File: config.mk
export PLATFORM = sky130hd
export DESIGN_NAME = updown_counter_param
export DESIGN_NICKNAME = d
export VERILOG_FILES = /design/src/rtl/updown_counter_param_pkg.sv /design/src/rtl/updown_counter_param_next_val.sv /design/src/rtl/updown_counter_param.sv
export SDC_FILE = /design/constraint.sdc
export NUM_CORES = 1
export LEC_CHECK = 0
export CAP_MARGIN = 20
export CORE_MARGIN = 2
export CORE_UTILIZATION = 45
export CTS_BUF_LIST = sky130_fd_sc_hd__clkbuf_8
export DETAILED_ROUTE_END_ITERATION = 8
export PLACE_DENSITY = 0.85
export SYNTH_ARGS = -nofsm -noshare
export SYNTH_HDL_FRONTEND = slang
export SYNTH_SLANG_ARGS = --single-unit
File: constraint.sdc
create_clock -name clk -period 2 [get_ports clk]
set_input_delay 0.4 -clock clk [delete_from_list [all_inputs] [get_ports clk]]
set_output_delay 0.4 -clock clk [all_outputs]
set_load 0.01 [all_outputs]
File: src/rtl/updown_counter_param_pkg.sv
`default_nettype none
// ============================================================================
//  Module      : updown_counter_param_pkg
//  Description : Shared encodings for the parametrised up/down counter:
//                count direction and bound policy, so that parent designs
//                and benches drive mode/sat with the same values.
//  Revision    : 1.0 - initial release
// ============================================================================
package updown_counter_param_pkg;

    // Count direction (drives the mode input)
    localparam logic MODE_UP   = 1'b1;
    localparam logic MODE_DOWN = 1'b0;

    // Bound policy (drives the sat input)
    localparam logic SAT_WRAP  = 1'b0;
    localparam logic SAT_HOLD  = 1'b1;

endpackage : updown_counter_param_pkg
`default_nettype wire

File: src/rtl/updown_counter_param_next_val.sv
`default_nettype none
// ============================================================================
//  Module      : updown_counter_param_next_val
//  Description : Combinational next-count, terminal-count and wrap detect
//                for the up/down counter. The caller decides whether the
//                next value is actually taken (enable/load/reset priority).
//  Revision    : 1.0 - initial release
// ============================================================================
module updown_counter_param_next_val
    import updown_counter_param_pkg::*;
#(
    parameter int unsigned WIDTH   = 8,
    parameter int unsigned MAX_VAL = 2**WIDTH - 1
) (
    input  logic [WIDTH-1:0] q,
    input  logic             en,
    input  logic             mode,
    input  logic             sat,
    output logic [WIDTH-1:0] next_q,
    output logic             tc,
    output logic             wrap
);

    localparam logic [WIDTH-1:0] c_max = MAX_VAL[WIDTH-1:0];
    localparam logic [WIDTH-1:0] c_one = {{(WIDTH-1){1'b0}}, 1'b1};

    logic w_at_max;
    logic w_at_zero;

    assign w_at_max  = (q == c_max);
    assign w_at_zero = (q == '0);

    // Terminal count is purely combinational so a cascaded stage sees it
    // in the same cycle and can step on the same edge as the wrap.
    assign tc = en & ((mode & w_at_max) | (~mode & w_at_zero));

    // Step one count in the selected direction, wrapping or holding at bounds
    always_comb begin
        next_q = q;
        wrap   = 1'b0;
        if (mode == MODE_UP) begin
            if (!w_at_max) begin
                next_q = q + c_one;
            end else if (sat == SAT_WRAP) begin
                next_q = '0;
                wrap   = 1'b1;
            end
        end else begin
            if (!w_at_zero) begin
                next_q = q - c_one;
            end else if (sat == SAT_WRAP) begin
                next_q = c_max;
                wrap   = 1'b1;
            end
        end
    end

endmodule : updown_counter_param_next_val
`default_nettype wire

File: src/rtl/updown_counter_param.sv
`default_nettype none
// ============================================================================
//  Module      : updown_counter_param
//  Description : Parametrised up/down loadable counter with modulus MAX_VAL+1,
//                wrap or saturate at the bounds, combinational terminal
//                count for cascading and a sticky overflow flag.
//  Revision    : 1.0 - initial release
// ============================================================================
module updown_counter_param
    import updown_counter_param_pkg::*;
#(
    parameter int unsigned WIDTH   = 8,
    parameter int unsigned MAX_VAL = 2**WIDTH - 1,
    parameter int unsigned RST_VAL = 0
) (
    input  logic             clk,
    input  logic             reset,
    input  logic             en,
    input  logic             mode,
    input  logic             sat,
    input  logic             load,
    input  logic [WIDTH-1:0] data_in,
    output logic [WIDTH-1:0] q,
    output logic             tc,
    output logic             ovf
);

    localparam logic [WIDTH-1:0] c_max = MAX_VAL[WIDTH-1:0];
    localparam logic [WIDTH-1:0] c_rst = RST_VAL[WIDTH-1:0];

    logic [WIDTH-1:0] r_q;
    logic             r_ovf;
    logic [WIDTH-1:0] w_next_q;
    logic             w_wrap;
    logic [WIDTH-1:0] w_load_val;

    updown_counter_param_next_val #(
        .WIDTH   (WIDTH),
        .MAX_VAL (MAX_VAL)
    ) u_next_val (
        .q      (r_q),
        .en     (en),
        .mode   (mode),
        .sat    (sat),
        .next_q (w_next_q),
        .tc     (tc),
        .wrap   (w_wrap)
    );

    // Out-of-range load values clamp to the top of the count range. When
    // MAX_VAL is the full binary range the compare is simply never true.
    assign w_load_val = (data_in > c_max) ? c_max : data_in;

    // Count register and sticky overflow: reset > load > enable, else hold
    always_ff @(posedge clk) begin
        if (reset) begin
            r_q   <= c_rst;
            r_ovf <= 1'b0;
        end else if (load) begin
            r_q   <= w_load_val;
            r_ovf <= 1'b0;
        end else if (en) begin
            r_q <= w_next_q;
            if (w_wrap) begin
                r_ovf <= 1'b1;
            end
        end
    end

    assign q   = r_q;
    assign ovf = r_ovf;

endmodule : updown_counter_param
`default_nettype wire
# --- Word-level counts from Yosys, hierarchy flattened ---
# Index checks and enable logic that the tools add are counted.
word_totals:
  regBits: 9
  out_inout_bits: 10
  word_cells: 30
classes:
  n_bitwise: 5
  eq_ne: 3
  n_lt_le_gt_ge: 1
  mux: 12
  n_reduce_logical: 5
  n_addsub: 2
ops:
  columns: ["op", "n"]
  rows:
  - ["8-bit two-way mux", 8]
  - ["8-bit by 1-bit adder with 8-bit output (second input constant)", 1]
  - ["8-bit equality test (second input constant)", 1]
  - ["8-bit > comparator (second input constant)", 1]
  - ["8-bit logical NOT", 1]
  - ["4-bit inequality test (second input constant)", 2]
  - ["8-bit by 1-bit subtractor with 8-bit output (second input constant)", 1]
  - ["1-bit two-way mux", 4]
  - ["1-bit AND", 3]
  - ["3-bit AND reduction", 1]
  - ["2-bit AND reduction", 1]
  - ["2-bit nonzero test", 1]
  - ["2-bit OR reduction", 1]
  - ["1-bit NOT", 1]
  - ["1-bit OR", 1]

# --- Longest topological paths before layout ---
depth:
  depth_word: 5
  depth_mapped: 8
  mapped_depth_nobuf: 7

# --- By module ---
# Synthesis repeated with hierarchy kept, for this count alone.
hier_totals:
  cells_unflattened: 134
  area_unflattened_um2: 1059.8
by_module_without_submodules:
  columns: ["module", "area_each_um2", "cells_per_inst", "n_inst"]
  rows:
  - ["updown_counter_param_next_val", 655.6, 95, 1]
  - ["updown_counter_param", 404.1, 39, 1]

# --- Worst setup path after synthesis ---
# Ideal clock, no wire load.
synth_path:
  kind: "reg-to-reg"
  start: "register r_q[0] (netlist: q[0])"
  end: "register r_q[7] (netlist: q[7])"
  slack_ns: -0.095
  t_arrival_ns: 1.991
  setup_ns: 0.103
  stages_incl_launch_ff: 9
  synth_period_minus_slack_ns: 2.095
  t_required_ns: 1.897
  cell_sequence: "dfxtp_1 -> clkbuf_1 -> inv_1 -> ha_1 -> nand2b_1 -> nor4_4 -> o21ai_1 -> a21oi_1 -> a2111oi_2"
synth_via:
  elab_chain_len: 5
  word_cells_on_any_way: 12
  cone_classes: "add/sub: 2; eq/ne: 3; mux: 5; reduce/logical: 2"
synth_lines:
  columns: ["item", "line_no", "text"]
  rows:
  - ["from (decl)", "updown_counter_param.sv:31", "logic [WIDTH-1:0] r_q;"]
  - ["from (signal assigned)", "updown_counter_param.sv:57", "r_q <= c_rst;"]
  - ["from (signal assigned)", "updown_counter_param.sv:60", "r_q <= w_load_val;"]
  - ["from (signal assigned)", "updown_counter_param.sv:63", "r_q <= w_next_q;"]
  - ["8-bit by 1-bit subtractor with 8-bit output, or another cell as far along", "updown_counter_param_next_val.sv:50", "next_q = q - c_one;"]
  - ["8-bit two-way mux (on tied branches)", "updown_counter_param_next_val.sv:49, updown_counter_param_next_val.sv:42", null]
  - ["8-bit two-way mux", "updown_counter_param_next_val.sv:41", "if (mode == MODE_UP) begin"]
  - ["8-bit two-way mux", "updown_counter_param.sv:62", "end else if (en) begin"]
  - ["8-bit two-way mux", "updown_counter_param.sv:59", "end else if (load) begin"]
# Several ways; a longest one is shown, not always the timed one. The select of a mux whose other input is x is not followed.
# A chain may end at the register's enable or synchronous reset.

# --- Worst setup path after layout ---
layout_path:
  start: "register r_q[3] (netlist: q[3])"
  end: "output tc"
layout_via:
  elab_chain_len: 4
  word_cells_on_any_way: 6
  cone_classes: "eq/ne: 1; bitwise: 4; reduce/logical: 1"
layout_lines:
  columns: ["item", "line_no", "text"]
  rows:
  - ["8-bit equality test or 8-bit logical NOT (tied branches)", "updown_counter_param_next_val.sv:30, updown_counter_param_next_val.sv:31", null]
  - ["1-bit AND", "updown_counter_param_next_val.sv:35", "assign tc = en & ((mode & w_at_max) | (~mode & w_at_zero));"]
  - ["1-bit OR *", "updown_counter_param_next_val.sv:35", null]
  - ["1-bit AND *", "updown_counter_param_next_val.sv:35", null]
  - ["to (decl)", "updown_counter_param.sv:24", "output logic tc,"]
# Mark *: on every way between the ends. The rest lies on a longest branch, timed or not.

==> results.sh <==
export IMPL_grt_pass1_wl_um=5570
export IMPL_synth_cell_type_count=46
export IMPL_cts_setup_buffers=0
export IMPL_synthToLayoutAreaGrowth_pct=51.7
export IMPL_layout_nets=179
export IMPL_start_util_pct=46.8
export IMPL_sequentialPowerShare_pct=26.1
export IMPL_combPwrFrac_pct=45.7
export IMPL_vdd_drop_max_uv=446
export IMPL_worst_slew_pin_slew_ps=525
export IMPL_dr_pass1_iters=4
export IMPL_diodes=0
export IMPL_core_area_mm2=0.00194
export IMPL_worst_slack_ps=27.9
export IMPL_grt_start_max_net_pins=13
export IMPL_dpl_hpwl_um=2270
export IMPL_cp_cell_sequence="or4_4 -> nor4_4 -> o21a_1 -> buf_2"
export IMPL_grt_pass1_vias=1187
export IMPL_antenna_left=0
export IMPL_die_y_um=49.0
export IMPL_rr_worst_depth=5
export IMPL_dp_slack_ps=-409
export IMPL_postSynth_asyncResetShare_pct=0
export IMPL_cp_slowest_stage_delay_ps=560
export IMPL_p_leak_nw=0.530
export IMPL_r2r_start="q[3]$_SDFFE_PP0P_"
export IMPL_min_path_cells=2
export IMPL_cts_reportedPaths_clkPinSlew_ps=50
export IMPL_r2r_setup_slack_ps=60
export IMPL_drc=0
export IMPL_place_area_mm2=0.00129
export IMPL_slew_violations=0
export IMPL_place_congestion=0.967
export IMPL_antenna_found_initial=0
export IMPL_crit_path_end_kind="output port"
export IMPL_synthTopCellsByCount="a21oi_1, dfxtp_1, inv_1, nand2_1, nor2_1"
export IMPL_cts_buffers=3
export IMPL_drt_initial_drc_count=48
export IMPL_cp_slowest_cell="or4_4"
export IMPL_rows=16
export IMPL_p_int_w=0.000510
export IMPL_status="finished, final reports clean"
export IMPL_crit_fanout=2
export IMPL_grt_setup_unrepaired="yes"
export IMPL_setup_tns_ps=0
export IMPL_clockPowerShare_pct=28.2
export IMPL_yosys_warnings=0
export IMPL_port_buffers=23
export IMPL_skew_ps=5.77
export IMPL_min_path_type="reg -> reg"
export IMPL_postRouteWirelength_um=3380
export IMPL_worstHoldStart="ovf$_SDFFE_PP0P_"
export IMPL_min_period_over_period_pct=98.6
export IMPL_hold_viol=0
export IMPL_p_sw_share_pct=36.9
export IMPL_setup_worst_path_start_class="flop"
export IMPL_p_per_area_mw_per_mm2=586
export IMPL_r2r_end="q[7]$_SDFFE_PP0P_"
export IMPL_synth_area_um2=910
export IMPL_crit_type="reg -> out"
export IMPL_synth_edf_count=0
export IMPL_gr_total_overflow=0
export IMPL_synth_ff_type="dfxtp_1"
export IMPL_synth_top_area_cell="dfxtp_1"
export IMPL_finalSetupViolCount=0
export IMPL_netlist_instances=122
export IMPL_die_area_mm2=0.00240
export IMPL_clock_sinks=9
export IMPL_slew_headroom_pct=64.6
export IMPL_clk_path_buf_depth=2
export IMPL_tritoncts="done"
export IMPL_pin_count=24
export IMPL_max_cap_violations=0
export IMPL_clk_latency_ps=250
export IMPL_fill_cells=160
export IMPL_fp_dieW_um=49.0
export IMPL_p_sw_w=0.000299
export IMPL_htreeDepth=1
export IMPL_worstPathRequired_ps=1600
export IMPL_synthTopCellsByArea="dfxtp_1, a21oi_1, ha_1"
export IMPL_synth_fp_nets=139
export IMPL_timing_fmax_mhz=507
export IMPL_vias=1197
export IMPL_cp_data_arrival_time_ps=1570
export IMPL_period_minus_slack_ps=1970
export IMPL_cts_root_buf="clkbuf_8"
export IMPL_yosysSeqAreaShare_pct=19.8
export IMPL_fin_area_mm2=0.00138
export IMPL_hold_end="ovf$_SDFFE_PP0P_"
export IMPL_yosysTopAreaCellShare_pct=19.8
export IMPL_multi_input_area_um2=672
export IMPL_avgSynthCellArea_um2=7.46
export IMPL_routedWlPerCell_um=18.0
export IMPL_viasPerCell=6.37
export IMPL_hold_buffers=0
export IMPL_yosysMostFrequentCell="a21oi_1"
export IMPL_seq_area_um2=180
export IMPL_grt_use_total_pct=30.4
export IMPL_drive_above_1_share_pct=25.5
export IMPL_ys_seq_elements=9
[worst max-delay path by stage]
stage	from	to	cells past startpoint
global placement	mode	tc	5
detailed placement	mode	tc	5
global route	q[3]$_SDFFE_PP0P_	tc	4
floorplan	q[0]$_SDFFE_PP0P_	q[7]$_SDFFE_PP0P_	8
CTS	q[3]$_SDFFE_PP0P_	tc	4
finish	q[3]$_SDFFE_PP0P_	tc	4
[per-layer routing]
metal | wire [um] | share of wire [%] | track usage (%) | vias up
met3 | 349 | 10 | 5.83 | 23
met2 | 1630 | 48 | 52.3 | 93
met5 | 0 | 0 | 0 | -
li1 | - | - | - | 538
met1 | 1200 | 36 | 35.7 | 543
met4 | 191 | 5.7 | 15.7 | 0
[state kept, by name, summed over array words and instances (netlist names)]
name  cells
q         8
ovf       1
[final cells by class]
cell class / count / area share, %
Inverter: 9 / 2.45
Multi-Input combinational cell: 91 / 48.7
Clock inverter: 1 / 0.272
Timing Repair Buffer: 48 / 30.1
Sequential cell: 9 / 13.1
Tap cell: 27 / 2.45
Clock buffer: 3 / 2.99
[cells in the final DEF (no fill, tap or decap), types with 3 or more instances in the layout]
| cell | count |
|---|---|
| o21a_1 | 3 |
| inv_1 | 10 |
| nand2_1 | 8 |
| ha_1 | 3 |
| xor2_1 | 3 |
| buf_4 | 25 |
| o21ai_0 | 3 |
| clkdlybuf4s50_1 | 21 |
| clkbuf_8 | 3 |
| nor2_1 | 8 |
| a21oi_1 | 11 |
| dfxtp_1 | 9 |
| nand3_1 | 4 |
| o31ai_1 | 3 |
| nor3_1 | 3 |
[kinds of logic after synthesis]
family | synth area share [%]
compound gates | 38.0
xor+xnor | 4.82
fa+ha+maj | 4.13
buf+inv | 11.4
flops | 19.8
simple gates | 21.9
[power groups by stage]
stage          registers [W]  clock network [W]  logic [W]
6_report            0.000211           0.000228   0.000369
5_1_grt             0.000213           0.000234   0.000398
4_1_cts             0.000211           0.000228   0.000349
3_5_place_dp        0.000214                  0   0.000342
3_3_place_gp        0.000213                  0   0.000333
2_1_floorplan       0.000219                  0   0.000195
[metrics by stage]
stage / total power (W) / cells / utilization (%) / hold WS, ps
floorplan: 0.000414 / 122 / - / 525
global placement: 0.000546 / 184 / 66.7 / 495
detailed placement: 0.000556 / 184 / 66.7 / 507
CTS: 0.000788 / 188 / 69.4 / 523
global route: 0.000844 / 188 / 71.1 / 564
finish: 0.000809 / 188 / 71.1 / 526
[critical path, delay by kind of cell (launching register included)]
family                 cells  cell delay [ps]
buffers and inverters      1              130
DFF                        1              310
and+or+nand+nor            2              740
AOI/OAI and AO/OA          1              160
[what timing repair did]
item                                    in CTS  in global routing
endpoints found under the setup margin       2                  4
resized for setup                            6                  5
pin swaps                                    0                  2
Power figures use the tool's default switching activity.
